--- config.mk ---
export PLATFORM = sky130hd
export DESIGN_NAME = proc_control_sequencer
export DESIGN_NICKNAME = d
export VERILOG_FILES = /design/src/rtl/proc_pkg.sv /design/src/rtl/proc_decode.sv /design/src/rtl/proc_control_sequencer.sv
export SDC_FILE = /design/constraint.sdc
export NUM_CORES = 1
export LEC_CHECK = 0
export ABC_AREA = 1
export BUFFER_PORTS_ARGS = -buffer_cell sky130_fd_sc_hd__buf_2
export CELL_PAD_IN_SITES_DETAIL_PLACEMENT = 1
export CELL_PAD_IN_SITES_GLOBAL_PLACEMENT = 2
export CORE_MARGIN = 8
export CORE_UTILIZATION = 25
export DETAILED_ROUTE_END_ITERATION = 10
export PLACE_DENSITY_LB_ADDON = 0.1
export SLEW_MARGIN = 20
export SYNTH_ARGS = -nofsm -noshare
export SYNTH_HDL_FRONTEND = slang
export SYNTH_HIERARCHICAL = 1
export SYNTH_SLANG_ARGS = --single-unit
--- constraint.sdc ---
create_clock -name clk -period 2.5 [get_ports clk]
set_input_delay 0.25 -clock clk [delete_from_list [all_inputs] [get_ports clk]]
set_output_delay 0.25 -clock clk [all_outputs]
set_load 0.03 [all_outputs]
--- src/rtl/proc_pkg.sv ---
// proc_pkg: shared opcodes, FSM state encoding and control-bundle layout
package proc_pkg;
  localparam logic [3:0] OP_ADD  = 4'd0;
  localparam logic [3:0] OP_SUB  = 4'd1;
  localparam logic [3:0] OP_AND  = 4'd2;
  localparam logic [3:0] OP_OR   = 4'd3;
  localparam logic [3:0] OP_SHL  = 4'd4;
  localparam logic [3:0] OP_SHR  = 4'd5;
  localparam logic [3:0] OP_LI   = 4'd6;
  localparam logic [3:0] OP_LW   = 4'd7;
  localparam logic [3:0] OP_SW   = 4'd8;
  localparam logic [3:0] OP_ADDI = 4'd9;
  localparam logic [3:0] OP_BEQZ = 4'd10;
  localparam logic [3:0] OP_BEQ  = 4'd11;
  localparam logic [3:0] OP_J    = 4'd12;
  localparam logic [3:0] OP_NOP0 = 4'd13;
  localparam logic [3:0] OP_NOP1 = 4'd14;
  localparam logic [3:0] OP_HALT = 4'd15;

  typedef enum logic [2:0] {S_IDLE, S_FETCH, S_DECODE, S_EXEC, S_MEM, S_HALT} state_t;

  typedef struct packed {
    logic regdest;
    logic alusrc;
    logic memtoreg;
    logic regwrite;
    logic memread;
    logic memwrite;
    logic branch;
    logic jump;
  } strb_t;

  typedef struct packed {
    strb_t s;
    logic  is_halt;
    logic  is_mem;
  } ctrl_t;

  // lw keeps only the memory-read path alive through MEM
  localparam strb_t MEM_HOLD = '{memtoreg: 1'b1, memread: 1'b1, default: 1'b0};
endpackage

--- src/rtl/proc_decode.sv ---
// proc_decode: combinational opcode -> control bundle
// Ports: op (instruction opcode) in, ctrl (strobes + is_halt/is_mem) out
module proc_decode
  import proc_pkg::*;
(
  input  logic [3:0] op,
  output ctrl_t      ctrl
);
  always_comb begin
    ctrl            = '0;
    ctrl.s.regdest  = op <= OP_SHR;
    ctrl.s.regwrite = op <= OP_SHR || op == OP_LI || op == OP_ADDI;
    ctrl.s.alusrc   = op inside {OP_LI, OP_LW, OP_SW, OP_ADDI};
    ctrl.s.memtoreg = op == OP_LW;
    ctrl.s.memread  = op == OP_LW;
    ctrl.s.memwrite = op == OP_SW;
    ctrl.s.branch   = op == OP_BEQZ || op == OP_BEQ;
    ctrl.s.jump     = op == OP_J;
    ctrl.is_halt    = op == OP_HALT;
    ctrl.is_mem     = op == OP_LW;
  end
endmodule

--- src/rtl/proc_control_sequencer.sv ---
// proc_control_sequencer: multi-cycle fetch/decode/execute controller for the 16-bit datapath
// Ports: clk/reset; start; imem_rd/imem_addr/imem_rdata/imem_valid fetch handshake;
//   PC, instruct_reg; registered datapath strobes; dp_jump_signal/dp_out branch feedback;
//   busy, halted, retired (saturating instruction count)
module proc_control_sequencer
  import proc_pkg::*;
#(
  parameter int PC_W = 8,
  parameter int INSTR_W = 16,
  parameter logic [PC_W-1:0] RESET_PC = '0,
  parameter int CNT_W = 16
) (
  input  logic               clk,
  input  logic               reset,
  input  logic               start,
  output logic               imem_rd,
  output logic [PC_W-1:0]    imem_addr,
  input  logic [INSTR_W-1:0] imem_rdata,
  input  logic               imem_valid,
  output logic [PC_W-1:0]    PC,
  output logic [INSTR_W-1:0] instruct_reg,
  output logic               regdest,
  output logic               alusrc,
  output logic               memtoreg,
  output logic               regwrite,
  output logic               memread,
  output logic               memwrite,
  output logic               branch,
  output logic               jump,
  input  logic               dp_jump_signal,
  input  logic [15:0]        dp_out,
  output logic               busy,
  output logic               halted,
  output logic [CNT_W-1:0]   retired
);
  state_t state, state_d;
  strb_t  strb, strb_d;
  ctrl_t  dec;
  logic   go, last, halt_now, take;
  logic   dp_out_unused;

  proc_decode u_decode (.op(instruct_reg[3:0]), .ctrl(dec));

  always_ff @(posedge clk or posedge reset) begin
    if (reset) begin
      state <= S_IDLE;
      strb  <= '0;
    end else begin
      state <= state_d;
      strb  <= strb_d;
    end
  end

  always_comb begin
    state_d = state;
    case (state)
      S_IDLE:   state_d = start ? S_FETCH : S_IDLE;
      S_FETCH:  state_d = imem_valid ? S_DECODE : S_FETCH;
      S_DECODE: state_d = dec.is_halt ? S_HALT : S_EXEC;
      S_EXEC:   state_d = dec.is_mem ? S_MEM : S_FETCH;
      S_MEM:    state_d = S_FETCH;
      S_HALT:   state_d = start ? S_FETCH : S_HALT;
      default:  state_d = S_IDLE;
    endcase
  end

  // strobes are loaded one edge ahead so they come straight from flops
  always_comb begin
    strb_d    = state == S_DECODE ? dec.s : (state == S_EXEC && dec.is_mem) ? MEM_HOLD : '0;
    imem_rd   = state == S_FETCH;
    imem_addr = PC;
    busy      = state != S_IDLE && state != S_HALT;
    halted    = state == S_HALT;
  end

  assign {regdest, alusrc, memtoreg, regwrite, memread, memwrite, branch, jump} = strb;

  assign go            = start && (state == S_IDLE || state == S_HALT);
  assign last          = (state == S_EXEC && !dec.is_mem) || state == S_MEM;
  assign halt_now      = state == S_DECODE && dec.is_halt;
  assign take          = strb.jump || (strb.branch && dp_jump_signal);
  assign dp_out_unused = ^dp_out[15:PC_W];

  always_ff @(posedge clk or posedge reset) begin
    if (reset) begin
      PC           <= RESET_PC;
      instruct_reg <= '0;
      retired      <= '0;
    end else begin
      if (state == S_FETCH && imem_valid) instruct_reg <= imem_rdata;
      if (go) PC <= RESET_PC;
      else if (last) PC <= take ? dp_out[PC_W-1:0] : PC + PC_W'(1);
      if (go) retired <= '0;
      else if (last || halt_now) retired <= retired + CNT_W'(~&retired);
    end
  end
endmodule
After elaboration in Yosys (flattened, before gate mapping):

Cells that the tools add are included.

* memories kept: 0
* bits in registers: 51
* bits in writable memories: 0
* output and inout bits: 59
* bits in read-only memories: 0
* latch bits: 0
* input bits: 37
* logic and storage cells: 64

* multiply operators: 0
* reduce and logical (&&, ||, !) cells: 22
* $lt $le $gt $ge: 1
* $add $sub $neg: 2
* div/mod/pow operators: 0
* bitwise gates (word level): 0
* shift-type cells: 0
* eq/ne operators: 14
* muxes and demuxes: 13

Operators by type and width (number)
* 16-bit two-way mux: 2
* 8-bit two-way mux: 4
* 4-bit equality test, second input constant: 6
* 3-bit one-hot mux with 6 select lines: 1
* 16-bit by 1-bit adder with 16-bit output: 1
* 16-bit AND reduction: 1
* 3-bit two-way mux: 3
* 8-bit by 1-bit adder with 8-bit output, second input constant: 1
* 4-bit by 3-bit equality test with 1-bit output, second input constant: 2
* 1-bit logical AND: 7
* 1-bit logical OR: 7
* 3-bit by 2-bit equality test with 1-bit output, second input constant: 2
* 3-bit equality test, second input constant: 2
* 6-bit two-way mux: 1
* 4-bit by 3-bit <= comparator with 1-bit output, second input constant: 1
* 2-bit nonzero test: 2
* 4-bit nonzero test: 1
* 3-bit by 1-bit equality test with 1-bit output, second input constant: 1
* 3-bit logical NOT: 1
* 3-bit inequality test, second input constant: 1
* 3-bit nonzero test: 1
* 1-bit logical NOT: 2
* 2-bit two-way mux: 1
* 1-bit two-way mux: 1

Depth between registers and ports, before layout:

Gate-level depths: netlist (run 1).

* word-level depth: 7
* mapped depth: 14

Cells and area by module:

The synthesis (run 1) kept the hierarchy.

Modules (own cells, without submodules)
* proc_control_sequencer: area an instance 2805.2 µm², cells an instance 371, seq. area each 1276.2 µm², times used 1
* proc_decode: area an instance 128.9 µm², cells an instance 26, seq. area each 0.0 µm², times used 1

Worst setup path after synthesis (run 1):

OpenSTA, ideal clock, no wires.

* path type: register to register
* start point: reg retired[5]
* end point: reg retired[14]
* required time: 2.382 ns
* slack: 0.577 ns
* data arrival time: 1.805 ns
* cell stages (with the launch flop): 15
* clock period less this slack: 1.923 ns
* path buffers: 0
* cells stage by stage: dfrtp_1 -> nand2_1 -> nor2_1 -> nand2_1 -> inv_1 -> nand3_1 -> ha_1 -> nand2_1 -> inv_1 -> nand2_1 -> nor2_1 -> nand2_1 -> nand2_1 -> nand3_1 -> nand2_1

* cells in the longest elaborated chain, start to end: 5

Ends and longest elaborated chain
* start: declaration: line proc_control_sequencer.sv:34 `output logic [CNT_W-1:0] retired`
* start signal: assignment: line proc_control_sequencer.sv:94 `else if (last || halt_now) retired <= retired + CNT_W'(~&retired);`
* 16-bit AND reduction: line proc_control_sequencer.sv:94
* 1-bit logical NOT: line proc_control_sequencer.sv:94
* 16-bit by 1-bit adder with 16-bit output *: line proc_control_sequencer.sv:94
* 16-bit two-way mux *: line proc_control_sequencer.sv:94
* 16-bit two-way mux *: line proc_control_sequencer.sv:93 `if (go) retired <= '0;`

Every way passes the cells marked *; elsewhere a longest branch is shown, timed or not. The select of a mux whose other input is x is not followed.
A chain may end at the register's enable or synchronous reset.

Worst setup path after layout (run 1):

Ends and elaborated chain as after synthesis.

==> flow_summary.toml, run 1 <==
[logic_synthesis]
synth.cell_area_mm2 = 0.00293
syn_nets = 437
synth_edf_count = 0
ys_ff_latch = 51
avgSynthCellArea_um2 = 7.39
yosysTopAreaCellShare_pct = 43.5
synth_cells = 397
synth_common_cells = "nand2_1, dfrtp_1, nand3_1, inv_1, nor2_1"
ys_async_sr_fraction_pct = 100
ys_warn_count = 6
synth_most_common_cell = "nand2_1"
synth_cell_types = 30
yosysSeqAreaShare_pct = 43.5
synth_largest_area_cell = "dfrtp_1"
ys_top_cells_by_area = "dfrtp_1, nand2_1, nand3_1"
ys.flop_type = "dfrtp_1"

[global_route]
grt_pass1_vias = 3020
grt_use_total_pct = 12.1
grt_pass1_wl_um = 15500
grt_max_degree = 26
grt_antenna_before_repair = 1
gr-total-overflow = 0

[setup_path]
endpoint_kind = "flip-flop"
crit_required_ns = 2.70
critical_path_peak_fanout = 5
cp_cell_sequence = "nand2_1 -> nor2_1 -> nand2_1 -> inv_1 -> nand3_1 -> ha_1 -> nand2_1 -> inv_1 -> nand2_1 -> nor2_1 -> nand2_1 -> nand2_1 -> nand3_1 -> nand2_1"
critPathLaunchType = "flip-flop"
arrival_ns = 2.23
timing.critical_path.mode_cell = "nand2_1"
max_stage_delay_ns = 0.44
criticalPathCategory = "reg2reg"
cp_slowest_cell = "dfrtp_1"

[clocking]
cts_tree = "done"
clk_latency_ns = 0.30
hold_buffers = 0
clkSinkCount = 51
cts_max_level = 2
cts-root-buf = "clkbuf_16"
path_clk_slew_ns = 0.07
cts_setup_buffers = 0
cts_max_path_buffers = 2
cts_resized = 0
cts_made_buffers = 5

[drt]
drt-initial-drc-count = 119
remaining_drc_errors = 0
finalWirelength_um = 9220
vias = 2809
drtAntennaViolNets = 0
routed_via_density = 4.51
detail_route.wl_per_cell_um = 14.8
dr.pass1.iters = 4

[pwr]
power_density_mw_per_mm2 = 1040
ir_drop_mv = 0.499
leakage_nw = 2.00

[timing]
finClkSkew_ns = 0.00505
min_period_over_period_pct = 81.4
rsz0062_at_grt = "no"
max_clock_freq_ghz = 0.492
setup_viol = 0
fin_crit_ns = 2.03
worstMarginPinSlew_ns = 0.642
setup_ws_ns = 0.466
drv_slew = 0
hold_viol = 0
maxSlewHeadroom_pct = 57.2
setup-tns-final_ns = 0

[layout]
diodes = 0
num-nets-final = 519
area_delta_synth_final_pct = 23.2
drive_gt1_share_pct = 26.3
final_cells = 623
utilization_pct = 31.6

[floorplanning]
initial_core_util_pct = 25.7
die-width_um = 124
die_area_mm2 = 0.0155
row_count = 39
core-area_mm2 = 0.0114
num_io_pins = 96
die_y_um = 124

[flow_run]
cap_violations = 0

[place]
hpwl_um = 7010
place_ws_ns = 0.447
gp_congestion = 0.742
io_buffers = 87
dp.cells = 615

[hold_path]
min_path_type = "in2async"

[run_status]
status = "complete, no violations"
-- layout by cell type, fill, tap and decap left out, types with 3 or more instances in the layout --
cell / instances
nand2_1: 119
clkbuf_16: 5
nor2_2: 4
a21oi_1: 4
nor2_1: 41
ha_1: 3
o21ai_1: 8
buf_4: 6
buf_2: 87
xor2_1: 3
inv_1: 42
nand3_1: 44
inv_2: 7
nand4_1: 18
o21ai_0: 8
nor3_1: 6
nand2_2: 5
dfrtp_1: 51
-- worst max-delay path: cells and delay by family (launching register included) --
kind	cells	cell delay [ns]
buffers and inverters	2	0.19
adders and majority gates	1	0.26
DFF	1	0.44
and+or+nand+nor	11	1.05
-- report_power, final --
group | internal, W | switching, W
clock network | 0.000377 | 0.000346
registers | 0.00104 | 0.000207
logic | 0.000486 | 0.00132
-- metrics by stage --
stage / hold slack (ns) / power, W / area [um2]
global placement: 0.382 / 0.00310 / 3470
finish: 0.0110 / 0.00378 / 3610
CTS: 0.0430 / 0.00387 / 3610
floorplan: 0.375 / 0.00260 / 2930
detailed placement: 0.380 / 0.00312 / 3470
global route: 0.0758 / 0.00409 / 3610
-- per-layer routing --
metal,GRT usage (%),vias to the layer above,part of all wire [%]
met5,0,-,0.16
met4,3.83,2,1.3
met1,14.5,1313,46
li1,-,1423,-
met3,4.85,10,6.6
met2,19.4,61,46
-- cell families (layout without fill, tap and decap cells) --
| kind of cell | after synthesis | after routing | share of synthesized area (%) |
|---|---|---|---|
| buf+inv | 67 | 150 | 10.6 |
| compound gates | 24 | 24 | 4.35 |
| xor+xnor | 3 | 3 | 0.896 |
| flops | 51 | 51 | 43.5 |
| fa+ha+maj | 3 | 3 | 1.28 |
| simple gates | 249 | 249 | 39.4 |
-- final cells by class --
type                       instances  area, um2
multi-input combinational        279       1350
clock inverter                     2       17.5
tap                              143        179
clock buffer                       6        129
fill                            1445       7800
sequential                        51       1280
inverter                          49        184
timing repair buffer              93        480
-- worst paths after layout --
path	startpoint	end	slack, ns	cells after the start
worst max-delay path	retired[5]	retired[14]	0.47	14
min in group clk	imem_rdata[13]	instruct_reg[13]	0.17	3
worst min register to register	instruct_reg[6]	instruct_reg[6]	0.47	2
worst min-delay path	reset	instruct_reg[6]	0.01	2
worst max register to register	retired[5]	retired[14]	0.47	14
max in group asynchronous	reset	regwrite	1.84	3
Power figures use the tool's default switching activity.
==> run 2, diff against run 1 <==
- clock period: 2.5 -> 1.92 ns (I/O delays scaled with it)
==> run 2 against run 1 <==
  * Utilization is 2.0 points higher
  * First-iteration DRC count is 24% lower
  * Sequential share of layout area is 2.1 points lower
  * Die area stayed put
  * Clock power is 31% higher
  * Clock skew is 0.0043 ns higher
  * Critical path type unchanged
  * Combinational power is 37% higher
==> flow_summary.toml, run 2 (synthesized netlist as in run 1, its figures left out) <==
[drt]
finalWirelength_um = 9370
remaining_drc_errors = 0
dr.pass1.iters = 4
vias = 2937
drtAntennaViolNets = 0
routed_via_density = 4.54
drt-initial-drc-count = 90
detail_route.wl_per_cell_um = 14.5

[clocking]
path_clk_slew_ns = 0.07
cts_tree = "done"
cts_max_level = 2
clk_latency_ns = 0.30
cts_max_path_buffers = 2
cts_made_buffers = 5
cts-root-buf = "clkbuf_16"
clkSinkCount = 51

[timing]
hold_viol = 0
worstMarginPinSlew_ns = 0.362
fin_crit_ns = 1.76
setup_viol = 0
maxSlewHeadroom_pct = 75.8
rsz0062_at_grt = "no"
hold-worst-slack_ns = 0.115
finClkSkew_ns = 0.00931
setup_ws_ns = 0.159
min_period_over_period_pct = 91.7
drv_slew = 0
max_clock_freq_ghz = 0.568

[place]
io_buffers = 87
gp_congestion = 0.730
place_ws_ns = -0.0188
dp.cells = 637
hpwl_um = 7100
dpl_cell_area_mm2 = 0.00365

[floorplanning]
die_y_um = 124
num_io_pins = 96
core-area_mm2 = 0.0114
die_area_mm2 = 0.0155
die-width_um = 124
row_count = 39
initial_core_util_pct = 25.7

[global_route]
busiest_layer = "met2"
grt_use_total_pct = 12.5
grt_max_degree = 52
grtUsageMet1_pct = 15.5
use_met3_pct = 4.64
gr-total-overflow = 0
grt_pass1_vias = 3257
grt_util_met2_pct = 19.8
grt_antenna_before_repair = 1
grt_pass1_wl_um = 16200

[hold_path]
min_path_type = "in2reg"

[setup_path]
regToRegSetupSlack_ns = 0.16
endpoint_kind = "flip-flop"
crit_required_ns = 2.14
critPathLaunchType = "flip-flop"
criticalPathCategory = "reg2reg"
arrival_ns = 1.98
critical_path_peak_fanout = 4

[layout]
final_common_cell = "nand2_1"
final_cells = 647
area_delta_synth_final_pct = 31.0
num-nets-final = 543
final_design_area_no_fill_mm2 = 0.00384
utilization_pct = 33.7
drive_gt1_share_pct = 31.2
most-common-layout-cells = "nand2_1, buf_2, dfrtp_1, nand3_1, inv_1"
diodes = 0

[pwr]
leakage_nw = 2.13
ir_drop_mv = 0.707
power_density_mw_per_mm2 = 1310

[flow_run]
cap_violations = 0

[run_status]
status = "complete, no violations"
## run 2: final timing paths
check                            startpoint          endpoint  cells after the start
max                              retired[4]        retired[6]                     12
min                          imem_rdata[12]  instruct_reg[12]                      3
max reg2reg                      retired[4]        retired[6]                     12
min reg2reg                instruct_reg[13]  instruct_reg[13]                      2
max in group asynchronous             reset        retired[5]                      4
min in group asynchronous             reset  instruct_reg[15]                      4
## run 2: where the power goes
group	internal [W]	switching [W]	total [W]
sequential	0.00135	0.000245	0.00159
clock	0.000522	0.000425	0.000947
combinational	0.000710	0.00178	0.00248
## run 2: area by class of cell
type                       count  area, um2
clock buffer                   6        139
clock inverter                 2       16.3
fill                        1458       7570
inverter                      49        184
multi-input combinational    279       1370
sequential                    51       1280
tap                          143        179
timing repair buffer         117        676
## run 2: worst max-delay path, stage by stage (launching register included)
cell and delay, ns:
dfrtp_1 0.38, nand2_1 0.11, nor2_2 0.14, nand2_1 0.06, inv_1 0.07, nand3_1 0.09
ha_1 0.22, nand2_1 0.09, inv_1 0.10, buf_4 0.15, nand3_1 0.07, nand4_1 0.09
o21ai_1 0.11
## run 2: per-layer routing
metal	up-vias	routed length (um)
met1	1392	4430
met2	64	4160
met4	2	115
li1	1469	-
met5	-	13
met3	10	650
## run 2: repair_timing
item                                    CTS  global route
gates resized for setup                   1             6
hold buffers                              1             0
endpoints found under the setup margin    3            13
setup buffers                             0             1
hold endpoints to repair                 51             0
## run 2: per-stage QoR
step / total power (W) / TNS (ns)
2_1_floorplan: 0.00339 / 0
4_1_cts: 0.00516 / 0
3_5_place_dp: 0.00416 / -0.0352
3_3_place_gp: 0.00412 / 0
6_report: 0.00503 / 0
5_1_grt: 0.00548 / 0
